===== src/rtl/pipeline_sequencer.sv =====
// Otter pipeline stall/flush sequencer: register enables, bubble flushes,
// memory-wait freeze with timeout, and saturating stall/flush counters.
module pipeline_sequencer #(
  parameter int CNT_W       = 32,
  parameter int MEM_TIMEOUT = 15
) (
  input  logic             CLK,
  input  logic             RST,
  input  logic             load_use_haz,
  input  logic             control_haz,
  input  logic             mem_req,
  input  logic             mem_ack,
  output logic             pc_we,
  output logic             if_en,
  output logic             de_en,
  output logic             ex_en,
  output logic             mem_en,
  output logic             de_flush,
  output logic             ex_flush,
  output logic             mem_busy,
  output logic             bus_err,
  output logic [CNT_W-1:0] stall_cnt,
  output logic [CNT_W-1:0] flush_cnt
);

  localparam int WAIT_W = $clog2(MEM_TIMEOUT + 1);

  typedef enum logic [1:0] {
    RUN,
    MEM_WAIT,
    ERR
  } state_t;

  state_t            state;
  logic [WAIT_W-1:0] wait_cnt;
  logic              freeze;

  // Once in MEM_WAIT the request is held, so only the ack matters.
  always_comb begin
    freeze = 1'b0;
    unique case (state)
      RUN:      freeze = mem_req & ~mem_ack;
      MEM_WAIT: freeze = ~mem_ack;
      default:  freeze = 1'b0;
    endcase
  end

  always_comb begin
    pc_we    = 1'b0;
    if_en    = 1'b0;
    de_en    = 1'b0;
    ex_en    = 1'b0;
    mem_en   = 1'b0;
    de_flush = 1'b0;
    ex_flush = 1'b0;
    mem_busy = 1'b0;
    priority case (1'b1)
      RST: begin
        de_flush = 1'b1;
        ex_flush = 1'b1;
      end
      state == ERR: begin
        mem_busy = 1'b0;
      end
      freeze: begin
        mem_busy = 1'b1;
      end
      control_haz: begin
        pc_we    = 1'b1;
        if_en    = 1'b1;
        de_en    = 1'b1;
        ex_en    = 1'b1;
        mem_en   = 1'b1;
        de_flush = 1'b1;
        ex_flush = 1'b1;
      end
      load_use_haz: begin
        ex_en    = 1'b1;
        mem_en   = 1'b1;
        ex_flush = 1'b1;
      end
      default: begin
        pc_we  = 1'b1;
        if_en  = 1'b1;
        de_en  = 1'b1;
        ex_en  = 1'b1;
        mem_en = 1'b1;
      end
    endcase
  end

  always_ff @(posedge CLK or posedge RST) begin
    if (RST) begin
      state     <= RUN;
      wait_cnt  <= '0;
      bus_err   <= 1'b0;
      stall_cnt <= '0;
      flush_cnt <= '0;
    end else begin
      if (state != ERR && !pc_we && stall_cnt != '1)
        stall_cnt <= stall_cnt + CNT_W'(1);
      if (de_flush && flush_cnt != '1)
        flush_cnt <= flush_cnt + CNT_W'(1);
      unique case (state)
        RUN: begin
          if (freeze) begin
            state    <= MEM_WAIT;
            wait_cnt <= WAIT_W'(1);
          end
        end
        MEM_WAIT: begin
          if (mem_ack) begin
            state    <= RUN;
            wait_cnt <= '0;
          end else begin
            wait_cnt <= wait_cnt + WAIT_W'(1);
            // This cycle is the MEM_TIMEOUT-th frozen cycle.
            if (wait_cnt == WAIT_W'(MEM_TIMEOUT - 1)) begin
              state   <= ERR;
              bus_err <= 1'b1;
            end
          end
        end
        default: begin
          state <= ERR;
        end
      endcase
    end
  end

endmodule


===== config.mk =====
export PLATFORM = sky130hd
export DESIGN_NAME = pipeline_sequencer
export DESIGN_NICKNAME = d
export VERILOG_FILES = /design/src/rtl/pipeline_sequencer.sv
export SDC_FILE = /design/constraint.sdc
export NUM_CORES = 1
export LEC_CHECK = 0
export ABC_CLOCK_PERIOD_IN_PS = 2870
export BUFFER_PORTS_ARGS = -buffer_cell sky130_fd_sc_hd__buf_4
export CORE_MARGIN = 8
export CORE_UTILIZATION = 50
export CTS_CLUSTER_DIAMETER = 150
export DETAILED_ROUTE_END_ITERATION = 16
export PLACE_DENSITY = 0.75
export SYNTH_ARGS = -nofsm -noshare
export SYNTH_HDL_FRONTEND = slang
export SYNTH_SLANG_ARGS = --single-unit

===== constraint.sdc =====
create_clock -name CLK -period 2.87 [get_ports CLK]
set_input_delay 0.4305 -clock CLK [delete_from_list [all_inputs] [get_ports CLK]]
set_output_delay 0.4305 -clock CLK [all_outputs]
set_load 0.005 [all_outputs]

# Yosys cells after proc, flatten, opt, wreduce, memory -nomap -nowiden
# Index checks and enable logic that the tools add are counted.
[totals]
mem_bits_ro = 0
latchBits = 0
ramBits = 0
mem_count = 0
register_bits = 71
out_inout_bits = 73
word_cells = 55
input_bits = 6
[op_classes]
n_bitwise = 2
shift = 0
n_eq_ne = 8
add_sub_neg = 3
reduce_logical = 9
multipliers = 0
mux = 28
div_mod_pow = 0
n_lt_le_gt_ge = 0
[ops]
columns = ["op", "count"]
rows = [
  ["$add 32x1->32 const B", 2],
  ["$ne 32x32->1 const B", 2],
  ["$mux 1", 20],
  ["$mux 4", 2],
  ["$pmux 4 s2", 1],
  ["$mux 2", 3],
  ["$add 4x1->4 const B", 1],
  ["$eq 4x4->1 const B", 1],
  ["$ne 2x2->1 const B", 2],
  ["$pmux 2 s2", 1],
  ["$reduce_and 2->1", 2],
  ["$logic_and 1x1->1", 3],
  ["$ne 3x3->1 const B", 1],
  ["$reduce_and 3->1", 1],
  ["$eq 2x1->1 const B", 1],
  ["$eq 2x2->1 const B", 1],
  ["$logic_not 2->1", 1],
  ["$pmux 1 s2", 1],
  ["$reduce_bool 2->1", 1],
  ["$and 1x1->1", 1],
  ["$logic_not 1->1", 1],
  ["$not 1->1", 1],
]

# Logic depth before layout (Yosys ltp)
[depth]
depth_word = 9
mapped_depth = 8
depth_no_buf = 7

# Least setup slack after synthesis
# No wires, ideal clock.
[synth_timing]
path_type = "in2out"
from = "input RST"
to = "output ex_flush"
required_time_ns = 2.440
setup_slack_ns = 0.175
path_stages = 2
arrival_ns = 2.264
cell_sequence = "inv_1 > o21ai_0"
[synth_via]
elab_chain_len = 1
[synth_rtl]
columns = ["element", "line", "source"]
rows = [
  ["start: declaration", "8", "input logic RST,"],
  ["$mux 1", "57", "priority case (1'b1)"],
  ["end: declaration", "19", "output logic ex_flush,"],
]
# Every way passes these cells.

# Worst setup path after layout
[layout_timing]
from = "register state[1]"
to = "output de_flush"
[layout_via]
elab_chain_len = 5
[layout_rtl]
columns = ["element", "line", "source"]
rows = [
  ["start: declaration", "34", "state_t state;"],
  ["start signal: assignment", "94", "state <= RUN;"],
  ["start signal: assignment", "107", "state <= MEM_WAIT;"],
  ["start signal: assignment", "113", "state <= RUN;"],
  ["$eq 2x1->1 / $logic_not 2->1 (equally long branches)", "41", "unique case (state)"],
  ["$pmux 1 s2", "41", ""],
  ["$mux 1", "57", ""],
  ["$mux 1 (*) (2 in series)", "57", ""],
  ["end: declaration", "18", "output logic de_flush,"],
]
# Every way passes the cells marked *; elsewhere a longest branch is shown, timed or not.

==> impl_metrics.toml <==
[status]
status = "finished, final reports clean"

[synth]
synth.lib_cells_used.distinct = 48
number_of_standard_cells_after_synthesis = 333
synthesis.area_um2 = 3490
synth-main-ff-cell = "dfrtp_1"
synth-warning-count = 0
synth_top_cell_area_share_pct = 51.0
edff_count_synth = 0
syn_nets = 343
synth_area_per_cell_um2 = 10.5
yosys.area.top_type = "dfrtp_1"
synth_seq_area_share_pct = 51.0
synth_async_sr_flop_share_pct = 100
synth.top_cells.by_area = "dfrtp_1, xnor2_1, nand4_1, xor2_1, nand3_1"
postSynthRegisterBits = 71

[clock_tree]
max-clock-path-buffers = 2
root_buffer = "clkbuf_8"
cts-buffers-inserted = 9
cts.repair.resized = 0
cts_tree = "built"
post-cts-setup-buffer-count = 0
clk_latency_worst_skew_pair_ns = 0.34
path_clk_slew_ns = 0.08
cts_hold_buffers = 0
cts_htree_levels = 3
cts.sinks = 71

[route]
drt_first_iter_violations = 100
totalWireLength_um = 8120
detail_routed_net_length_per_standard_cell_um = 16.1
drt_first_pass_iters = 4
drt-vias-per-instance = 5.64
ant_nets = 0
drc = 0
detailroute.via_count = 2856

[job]
drv_cap = 0

[finish]
final_core_util_pct = 64.9
n_antenna_cell = 0
layout.cells.non_filler = 506
fill_cells = 551
final-seq-area_um2 = 1780
final_area_um2 = 4380
area_growth_syn_to_layout_pct = 25.7
multi_input_comb_area_um2 = 1630
ratio_of_cells_with_drive_above_1_in_the_final_layout_pct = 28.2
final_net_count = 431

[sta]
worst_slew_margin_rel_pct = 40.2
setup_violations = 0
maxSlewViolCount = 0
fin_crit_sh_pct = 82.8
hold-worst-slack_ns = 0.288
setup_repair_after_global_routing_missed_its_margin = "false"
worst-slew-pin-transition_ns = 0.897
finalHoldViolations = 0
clock.fmax_ghz = 0.421
minimum_period_implied_by_the_final_worst_setup_slack_ns = 2.38
setup_tns_ns = 0
clock-skew-final_ns = 0.00850

[power_and_ir_drop]
ir_drop_uv = 477
leakage_nw = 2.08
cellPowerDensity_nw_per_um2 = 569

[die]
die-area_um2 = 9900
pin_count = 79
rows = 30
die-width_um = 99.5
floorplan.initialDensity_pct = 51.6
core_area_um2 = 6760
die_h_um = 99.5

[critical_path]
worst_setup_path_start_kind = "flip-flop"
cp_cell_sequence = "or2b_2 > a31oi_1 > inv_1 > buf_4"
largest_stage_delay_on_the_critical_path_ns = 0.52
worst-endpoint-arrival_ns = 1.95
worst_path_max_fanout = 10
critical-path-top-delay-family = "flip-flops"
worst_r2r_path_depth = 7
worst-path-buf-inv = 2
criticalPathCategory = "flip-flop to output port"
worst-endpoint-required_ns = 2.44
worstSetupPathDepth = 4
cp-end-kind = "output port"
slowest_stage_cell_cp = "dfrtp_1"

[placement]
dpl.hpwl_um = 5980
buffer_ports.inserted = 78
dpl.cell_count = 490
finalWeightedCongestion = 0.829
postPlaceCellArea_um2 = 4180

[worst_hold_path]
worst_hold_path.num_cells = 2
worstHoldPathType = "input pin to flip-flop"

[global_route]
global_router_s_overall_resource_usage_pct = 16.9
grt_antenna_before_repair = 0
largest_net_degree_at_the_start_of_global_routing = 72
grt_pass1_vias = 2824
overflow = 0
grt_pass1_wl_um = 13600
==> cells in the final DEF, fill, tap and decap left out, types with 2 or more instances in the layout <==
cell,n
a41oi_1,2
and3_2,2
and3b_1,2
buf_4,83
xnor2_1,39
nor2_1,21
nor2b_1,4
nand3_1,26
clkinv_2,2
o21bai_1,2
and3_1,8
ha_1,4
and4_1,6
nand4_1,24
o31ai_1,2
xor2_1,17
nor4_1,4
nor3_1,10
o21ai_0,6
inv_1,10
clkbuf_8,11
dfrtp_1,71
a21oi_1,8
or2_2,2
nor4_2,2
mux2_2,4
nand2_1,28
==> synth_stat cells (2+ instances only) <==
cell type,count
nand4_1,24
nor4_2,2
xnor2_1,39
nor4_1,4
nor3_1,10
ha_1,4
buf_4,3
mux2_2,4
a21oi_1,8
inv_1,11
nand3_1,26
nor2_1,21
nand2_1,28
and4_1,6
a41oi_1,2
o21ai_0,6
o21bai_1,2
dfrtp_1,71
and3b_1,2
and3_2,2
or2_2,2
o31ai_1,2
nor2b_1,4
and3_1,8
xor2_1,17
clkbuf_1,3
==> cells by family (layout without fill, tap and decap cells) <==
group | after synthesis | after routing | synth area share (%)
simple gates | 153 | 153 | 24.6
buf+inv | 17 | 110 | 2.15
compound gates | 27 | 27 | 5.17
flops | 71 | 71 | 51.0
fa+ha+maj | 4 | 4 | 1.44
xor+xnor | 56 | 56 | 14.1
mux | 5 | 5 | 1.58
==> layout make-up <==
cell class	count	area share [%]
Sequential cell	71	40.5
Clock buffer	11	3.45
Inverter	11	0.942
Tap cell	80	2.28
Multi-Input combinational cell	245	37.3
Clock inverter	5	1.28
Timing Repair Buffer	83	14.2
==> sequential cells by signal, indices dropped and copies added, names as in the netlist <==
signal	flops
bus_err	1
flush_cnt	32
stall_cnt	32
state	2
wait_cnt	4
==> path summary, 6_finish.rpt <==
path,to,slack (ns),from
worst max-delay path,de_flush,0.49,state[1]
worst min-delay path,state[1],0.29,mem_ack
worst max register to register,stall_cnt[9],0.56,stall_cnt[0]
worst min register to register,bus_err,0.48,bus_err
max in group asynchronous,stall_cnt[30],1.88,RST
min in group asynchronous,bus_err,0.42,RST
==> power breakdown <==
group	switching, W	total (W)	internal, W
registers	0.000149	0.00125	0.00110
clock network	0.000376	0.000824	0.000447
logic	0.000186	0.000424	0.000238
==> layer usage <==
metal	share of wire (%)	track usage [%]
met3	6.9	4.68
met2	47	26.6
met5	0	0
met4	1.6	7.57
met1	44	21.3
==> per-stage QoR <==
step / total power (W) / worst slack [ns]
after detailed placement: 0.00170 / 0.625
after floorplan: 0.00146 / 0.175
final: 0.00250 / 0.492
after global placement: 0.00168 / 0.675
after global routing: 0.00262 / 0.378
after CTS: 0.00252 / 0.505
Power figures use the tool's default switching activity.
